<file path="config.mk">
export PLATFORM = sky130hd
export DESIGN_NAME = accum_tile_sequencer
export DESIGN_NICKNAME = d
export VERILOG_FILES = /design/src/rtl/accum_tile_sequencer.sv
export SDC_FILE = /design/constraint.sdc
export NUM_CORES = 1
export LEC_CHECK = 0
export CORE_ASPECT_RATIO = 1.4
export CORE_MARGIN = 4
export CORE_UTILIZATION = 50
export CTS_CLUSTER_DIAMETER = 40
export DETAILED_ROUTE_END_ITERATION = 12
export PLACE_DENSITY = 0.67
export SLEW_MARGIN = 30
export SYNTH_ARGS = -nofsm -noshare
export SYNTH_HDL_FRONTEND = slang
export SYNTH_SLANG_ARGS = --single-unit
export TNS_END_PERCENT = 50
</file>
<file path="constraint.sdc">
create_clock -name clk -period 5.9 [get_ports clk]
set_input_delay 1.18 -clock clk [delete_from_list [all_inputs] [get_ports clk]]
set_output_delay 1.18 -clock clk [all_outputs]
set_load 0.02 [all_outputs]
</file>
<file path="src/rtl/accum_tile_sequencer.sv">
// Accumulator bank sequencer: K partial-sum bursts per tile, then drain.
// Optional ACC_SEQ_PERF_EN adds saturating busy/stall counters.
module accum_tile_sequencer #(
  parameter int SYS_COLS    = 4,
  parameter int CNT_W       = 16,
  parameter int DRAIN_EXTRA = 1
) (
  input  logic             clk,
  input  logic             rst,
  input  logic             cfg_valid,
  output logic             cfg_ready,
  input  logic [CNT_W-1:0] cfg_rows,
  input  logic [CNT_W-1:0] cfg_k_tiles,
  input  logic             psum_avail,
  output logic             psum_pop,
  output logic             acc_enable,
  output logic             acc_start,
  output logic             acc_last,
  input  logic             acc_done,
  output logic             tile_done,
  output logic             busy,
  output logic             err
`ifdef ACC_SEQ_PERF_EN
  ,
  input  logic             perf_clr,
  output logic [31:0]      perf_busy_cnt,
  output logic [31:0]      perf_stall_cnt
`endif
);

  localparam int DRAIN_LEN = SYS_COLS + DRAIN_EXTRA;
  localparam int DW = $clog2(DRAIN_LEN + 1);

  typedef enum logic [2:0] {
    IDLE,
    WAIT_AVAIL,
    BURST,
    WAIT_DONE,
    DRAIN,
    FINISH
  } state_t;

  state_t           state;
  logic [CNT_W-1:0] rows_q;
  logic [CNT_W-1:0] k_q;
  logic [CNT_W-1:0] k_idx;
  logic [CNT_W-1:0] row_cnt;
  logic [DW-1:0]    drain_cnt;

  assign cfg_ready = (state == IDLE);
  assign busy      = (state != IDLE);

  always_ff @(posedge clk or negedge rst) begin
    if (!rst) begin
      state      <= IDLE;
      rows_q     <= '0;
      k_q        <= '0;
      k_idx      <= '0;
      row_cnt    <= '0;
      drain_cnt  <= '0;
      psum_pop   <= 1'b0;
      acc_enable <= 1'b0;
      acc_start  <= 1'b0;
      acc_last   <= 1'b0;
      tile_done  <= 1'b0;
      err        <= 1'b0;
    end else begin
      unique case (state)
        IDLE: begin
          if (cfg_valid) begin
            rows_q <= (cfg_rows == '0) ?
                      CNT_W'(1) : cfg_rows;
            k_q    <= (cfg_k_tiles == '0) ?
                      CNT_W'(1) : cfg_k_tiles;
            k_idx  <= '0;
            err    <= 1'b0;
            state  <= WAIT_AVAIL;
          end
        end
        WAIT_AVAIL: begin
          if (psum_avail) begin
            psum_pop   <= 1'b1;
            acc_enable <= 1'b1;
            acc_start  <= (k_idx == '0);
            acc_last   <= (k_idx == k_q - 1'b1);
            row_cnt    <= '0;
            state      <= BURST;
          end
        end
        BURST: begin
          psum_pop <= 1'b0;
          if (row_cnt == rows_q - 1'b1) begin
            acc_enable <= 1'b0;
            acc_start  <= 1'b0;
            acc_last   <= 1'b0;
            row_cnt    <= '0;
            state      <= WAIT_DONE;
          end else begin
            row_cnt <= row_cnt + 1'b1;
          end
        end
        WAIT_DONE: begin
          if (acc_done) begin
            if (k_idx < k_q - 1'b1) begin
              k_idx <= k_idx + 1'b1;
              state <= WAIT_AVAIL;
            end else begin
              drain_cnt <= DW'(DRAIN_LEN);
              state     <= DRAIN;
            end
          end
        end
        DRAIN: begin
          // drain_cnt cycles spent here before the FINISH pulse
          if (drain_cnt != '0)
            drain_cnt <= drain_cnt - 1'b1;
          if (drain_cnt <= DW'(1)) begin
            tile_done <= 1'b1;
            state     <= FINISH;
          end
        end
        FINISH: begin
          tile_done <= 1'b0;
          state     <= IDLE;
        end
        default: state <= IDLE;
      endcase
      if (acc_done && state != WAIT_DONE)
        err <= 1'b1;
    end
  end

`ifdef ACC_SEQ_PERF_EN
  always_ff @(posedge clk or negedge rst) begin
    if (!rst) begin
      perf_busy_cnt  <= '0;
      perf_stall_cnt <= '0;
    end else if (perf_clr) begin
      perf_busy_cnt  <= '0;
      perf_stall_cnt <= '0;
    end else begin
      if (busy && !(&perf_busy_cnt))
        perf_busy_cnt <= perf_busy_cnt + 1'b1;
      if (state == WAIT_AVAIL && !psum_avail &&
          !(&perf_stall_cnt))
        perf_stall_cnt <= perf_stall_cnt + 1'b1;
    end
  end
`endif

endmodule

</file>
==> Word-level counts from Yosys, hierarchy flattened <==
Index checks and enable logic that the tools add are counted.
{ "word_totals": {"word_cells": 89, "reg_bits": 76} }
{ "classes": {"addsub": 5, "n_reduce_logical": 21, "n_mux": 33, "order_cmp": 2, "n_eq_ne": 16} }
{ "ops": {"columns": ["cell", "n"], "rows": [
  ["16-bit 2-to-1 mux", 7],
  ["16-bit case mux with 2 select lines", 2],
  ["16-bit logical NOT", 3],
  ["16-bit by 1-bit adder with 16-bit output (second input constant)", 2],
  ["16-bit equality test", 2],
  ["16-bit by 1-bit subtractor with 16-bit output (second input constant)", 2],
  ["3-bit 2-to-1 mux", 9],
  ["16-bit less-than comparator", 1],
  ["2-bit inequality test (second input constant)", 8],
  ["3-bit case mux with 5 select lines", 1],
  ["2-bit nonzero test", 6],
  ["1-bit case mux with 2 select lines", 5],
  ["1-bit 2-to-1 mux", 8],
  ["2-bit AND reduction", 4],
  ["4-bit AND reduction", 2],
  ["3-bit by 2-bit equality test with 1-bit output (second input constant)", 2],
  ["3-bit equality test (second input constant)", 2],
  ["3-bit case mux with 2 select lines", 1],
  ["3-bit nonzero test", 2],
  ["5-bit AND reduction", 1],
  ["3-bit by 1-bit equality test with 1-bit output (second input constant)", 1],
  ["3-bit by 1-bit <= comparator with 1-bit output (second input constant)", 1],
  ["3-bit logical NOT", 1],
  ["3-bit by 2-bit inequality test with 1-bit output (second input constant)", 1],
  ["other kinds (3)", 3]
]} }

==> Logic depth before layout (Yosys ltp) <==
{ "logic_depth": {"ltp_word": 5, "depth_mapped": 17, "depth_no_buf": 17} }

==> Worst setup path before layout <==
Ideal clock, no wire load.
{ "synth_path": {"kind": "register to register", "from": "register k_q[2]", "to": "register k_idx[14]", "n_path_buf": 0, "arrival_ps": 3446, "stages_incl_launch_ff": 16, "required_time_ps": 5768, "path_slack_ps": 2322, "synth_period_minus_slack_ps": 3578, "cell_sequence": "dfrtp_1 > nor3_1 > nand2b_1 > nor4_1 > nand2_1 > nor3_1 > xnor2_1 > ha_1 > a21oi_1 > o211ai_1 > a21oi_1 > nand3_1 > a2111oi_0 > nand4_1 > xnor2_1 > nor2_1"} }
{ "synth_via": {"elab_chain_cells": 4} }
{ "synth_lines": {"columns": ["element", "line", "source"], "rows": [
  ["start, declared", "45", "logic [CNT_W-1:0] k_q;"],
  ["start signal, assigned", "73", "k_q <= (cfg_k_tiles == '0) ?"],
  ["16-bit by 1-bit subtractor with 16-bit output", "104", "if (k_idx < k_q - 1'b1) begin"],
  ["16-bit less-than comparator", "104", null],
  ["2-bit inequality test (no source line)", null, null],
  ["4-bit AND reduction (no source line)", null, null],
  ["end signal, assigned", "105", "k_idx <= k_idx + 1'b1;"],
  ["end, declared", "46", "logic [CNT_W-1:0] k_idx;"]
]} }
No other way between the ends.
A chain may end at the register's enable or synchronous reset.

==> Final worst setup path <==
Ends and elaborated chain as after synthesis.

==> reports/qor.csv <==
metric,value,unit
mappedNetlistNets,648,
cts.reportedPaths.clkPinSlew,0.06,ns
synthesis.instances,587,
synth.most_common_cell,nand2_1,
vdd.ir_drop.worst,0.205,mV
initialDrtViolationCount,209,
layout-area-overhead-vs-synth,17.5,%
min_period_over_period,71.5,%
worst_setup_path_start_kind,flip-flop,
wl_met3,302,um
cts.htree.levels,3,
filler_cell_count,839,
drtAntennaViolNets,0,
diodes,0,
floorplan.rows,42,
dominantRegCellSynth,dfrtp_1,
post-cts-setup-buffers,0,
total_leakage_power,2.57,nW
achievable-frequency,237,MHz
clock-sinks,76,
timing_hold_violations_final,0,
wire_length_on_met1,4890,um
count_of_flip_flops_with_a_built_in_enable_after_synthesis,0,
aggregate_negative_setup_slack,0,ns
grt_first_pass_wirelength,19700,um
synth_top_area_cell,dfrtp_1,
die_height,125,um
grt_overflow_total,0,
skew,0.00409,ns
maxSlewHeadroom,45.3,%
yosysSeqAreaShare,39.0,%
final_net_count,683,
drt-wirelength-per-cell,15.6,um
netlist_area,4880,sq um
globalplace.congestion,0.892,
hold_buffers,0,
die_x,91.5,um
run_status,"complete, no violations",
worstSetupEndpointType,flip-flop,
average_via_count_per_standard_cell,5.58,
setup_viol,0,
antenna_found_initial,0,
path_class,flip-flop to flip-flop,
synth_top_area_share,39.0,%
pwr_density_cell,431,nW/um^2
yosysWarnings,0,
number_of_global_route_vias_before_repair,4171,
wl_met2,6400,um
timing.max_cap.violations,0,
tritoncts,built,
worst_skew_pair.late_latency,0.33,ns
cts-buffers-inserted,9,
share_of_the_core_filled_with_cells_in_the_final_layout,60.3,%
detailed_place_hpwl,8740,um
global_route.usage.total,21.4,%
start_util,51.3,%
share_of_final_layout_standard_cells_stronger_than_drive_strength_1,4.47,%
crit_required,6.10,ns
postSynthRegisterBits,76,
ctsLongestPathBuffers,2,
design.portCount,45,
ys_async_sr_fraction,100,%
die_area,11400,sq um
grt_max_degree,77,
worst-endpoint-arrival,4.42,ns
number_of_pins_exceeding_their_max_slew_limit_in_the_final_report,0,
critPathMaxFanout,6,
buffer_ports.inserted,44,
synth.distinct_cells,58,
tightestPinTransition,0.800,ns
top_layer,met4,
post_cts_resized,0,
finalWirelength,11800,um
route.vias.total,4237,
layout_min_cycle_time,4.22,ns
rsz0062_at_grt,no,
holdCritPathClass,flip-flop to flip-flop,
detailedRoute.firstPassIterationCount,4,
average_instance_area_after_synthesis,8.32,sq um
netlist_top_cells_area,"dfrtp_1 (39%), nand2_1 (10%), ha_1 (6.2%)",
fp.coreArea,9510,sq um
cts-root-buf,clkbuf_16,
detail_route.drc_violations,0,
synth.top_cells.by_count,"nand2_1 (131), dfrtp_1 (76), nor2_1 (58), a21oi_1 (25), ha_1 (24)",
[sequential cells by signal (all words and copies together) (netlist names), 3 cells and up]
register,count
k_idx,16
k_q,16
row_cnt,16
rows_q,16
drain_cnt,3
state,3
[power breakdown]
group / total [mW] / internal [mW] / switching (mW) / leakage [nW]
clock: 0.618 / 0.412 / 0.207 / 0.163
combinational: 0.978 / 0.415 / 0.562 / 1.42
sequential: 0.877 / 0.670 / 0.207 / 0.981
total: 2.47 / 1.50 / 0.976 / 2.57
[routing by layer]
metal / up-vias / global-route usage [%]
met4: 0 / 7.46
met1: 2030 / 24.6
met2: 67 / 39.4
met5: - / 0
li1: 2121 / -
met3: 19 / 3.56
[worst max-delay path, stage by stage, from the launching register on]
cell and delay, ns:
dfrtp_1 0.42, nor3_1 0.35, nand2b_1 0.12, nor4_1 0.44
nand2_1 0.20, nor3_1 0.25, xnor2_1 0.16, ha_1 0.28
a21oi_1 0.19, o211ai_1 0.13, a21oi_1 0.14, nand3_1 0.19
a2111oi_0 0.78, nand4_1 0.20, xnor2_1 0.18, nor2_1 0.05
[cells in the final DEF (no fill, tap or decap), drive strengths merged, types with 4 or more instances in the layout]
master | synthesis | routed
nand3 | 18 | 18
nand4 | 9 | 9
dfrtp | 76 | 76
o31ai | 4 | 4
a21o | 8 | 8
nor2b | 8 | 8
a21oi | 25 | 25
nand2 | 131 | 131
clkdlybuf4s50 | 0 | 43
or4 | 5 | 5
inv | 17 | 17
ha | 24 | 24
and3 | 4 | 4
nand2b | 9 | 9
nor3 | 22 | 22
o21ai | 16 | 16
xnor2 | 23 | 23
a31oi | 4 | 4
nor2 | 58 | 58
clkbuf | 17 | 11
nor3b | 4 | 4
nor4 | 18 | 18
or3 | 6 | 6
a211o | 5 | 5
xor2 | 21 | 21
[metrics by stage]
step	hold WS, ns	cells	area, sq um	setup slack, ns	power (mW)
after global placement	0.469	743	5400	1.98	1.82
final	0.486	759	5730	1.68	2.47
after CTS	0.493	759	5730	1.73	2.49
after detailed placement	0.485	743	5400	1.77	1.86
after global routing	0.512	759	5730	1.27	2.66
after floorplan	0.452	587	4880	2.32	1.58
[kinds of logic after synthesis]
logic type / Yosys count / share of synthesized area [%]
xor gates and xnor gates: 44 / 7.90
buffers and inverters: 39 / 3.41
DFF: 76 / 39.0
adders and majority gates: 24 / 6.15
muxes: 2 / 0.436
and+or+nand+nor: 311 / 30.4
AOI/OAI and AO/OA: 91 / 12.8
[area by class of cell]
cell class / count / area (sq um) / share of cell area (%)
Clock buffer: 11 / 233 / 4.06
Timing Repair Buffer: 46 / 457 / 7.97
Clock inverter: 5 / 100 / 1.75
Multi-Input combinational cell: 472 / 2810 / 49.1
Tap cell: 132 / 165 / 2.88
Sequential cell: 76 / 1900 / 33.2
Inverter: 17 / 63.8 / 1.11
[path summary, 6_finish.rpt]
check | startpoint | endpoint | slack (ns) | cells past startpoint
worst max-delay path | k_q[2] | k_idx[14] | 1.68 | 15
worst min-delay path | drain_cnt[2] | drain_cnt[2] | 0.49 | 1
worst max register to register | k_q[2] | k_idx[14] | 1.68 | 15
worst min register to register | drain_cnt[2] | drain_cnt[2] | 0.49 | 1
max in group asynchronous | rst | rows_q[4] | 4.54 | 1
min in group asynchronous | rst | err | 0.87 | 1
Power figures use the tool's default switching activity.
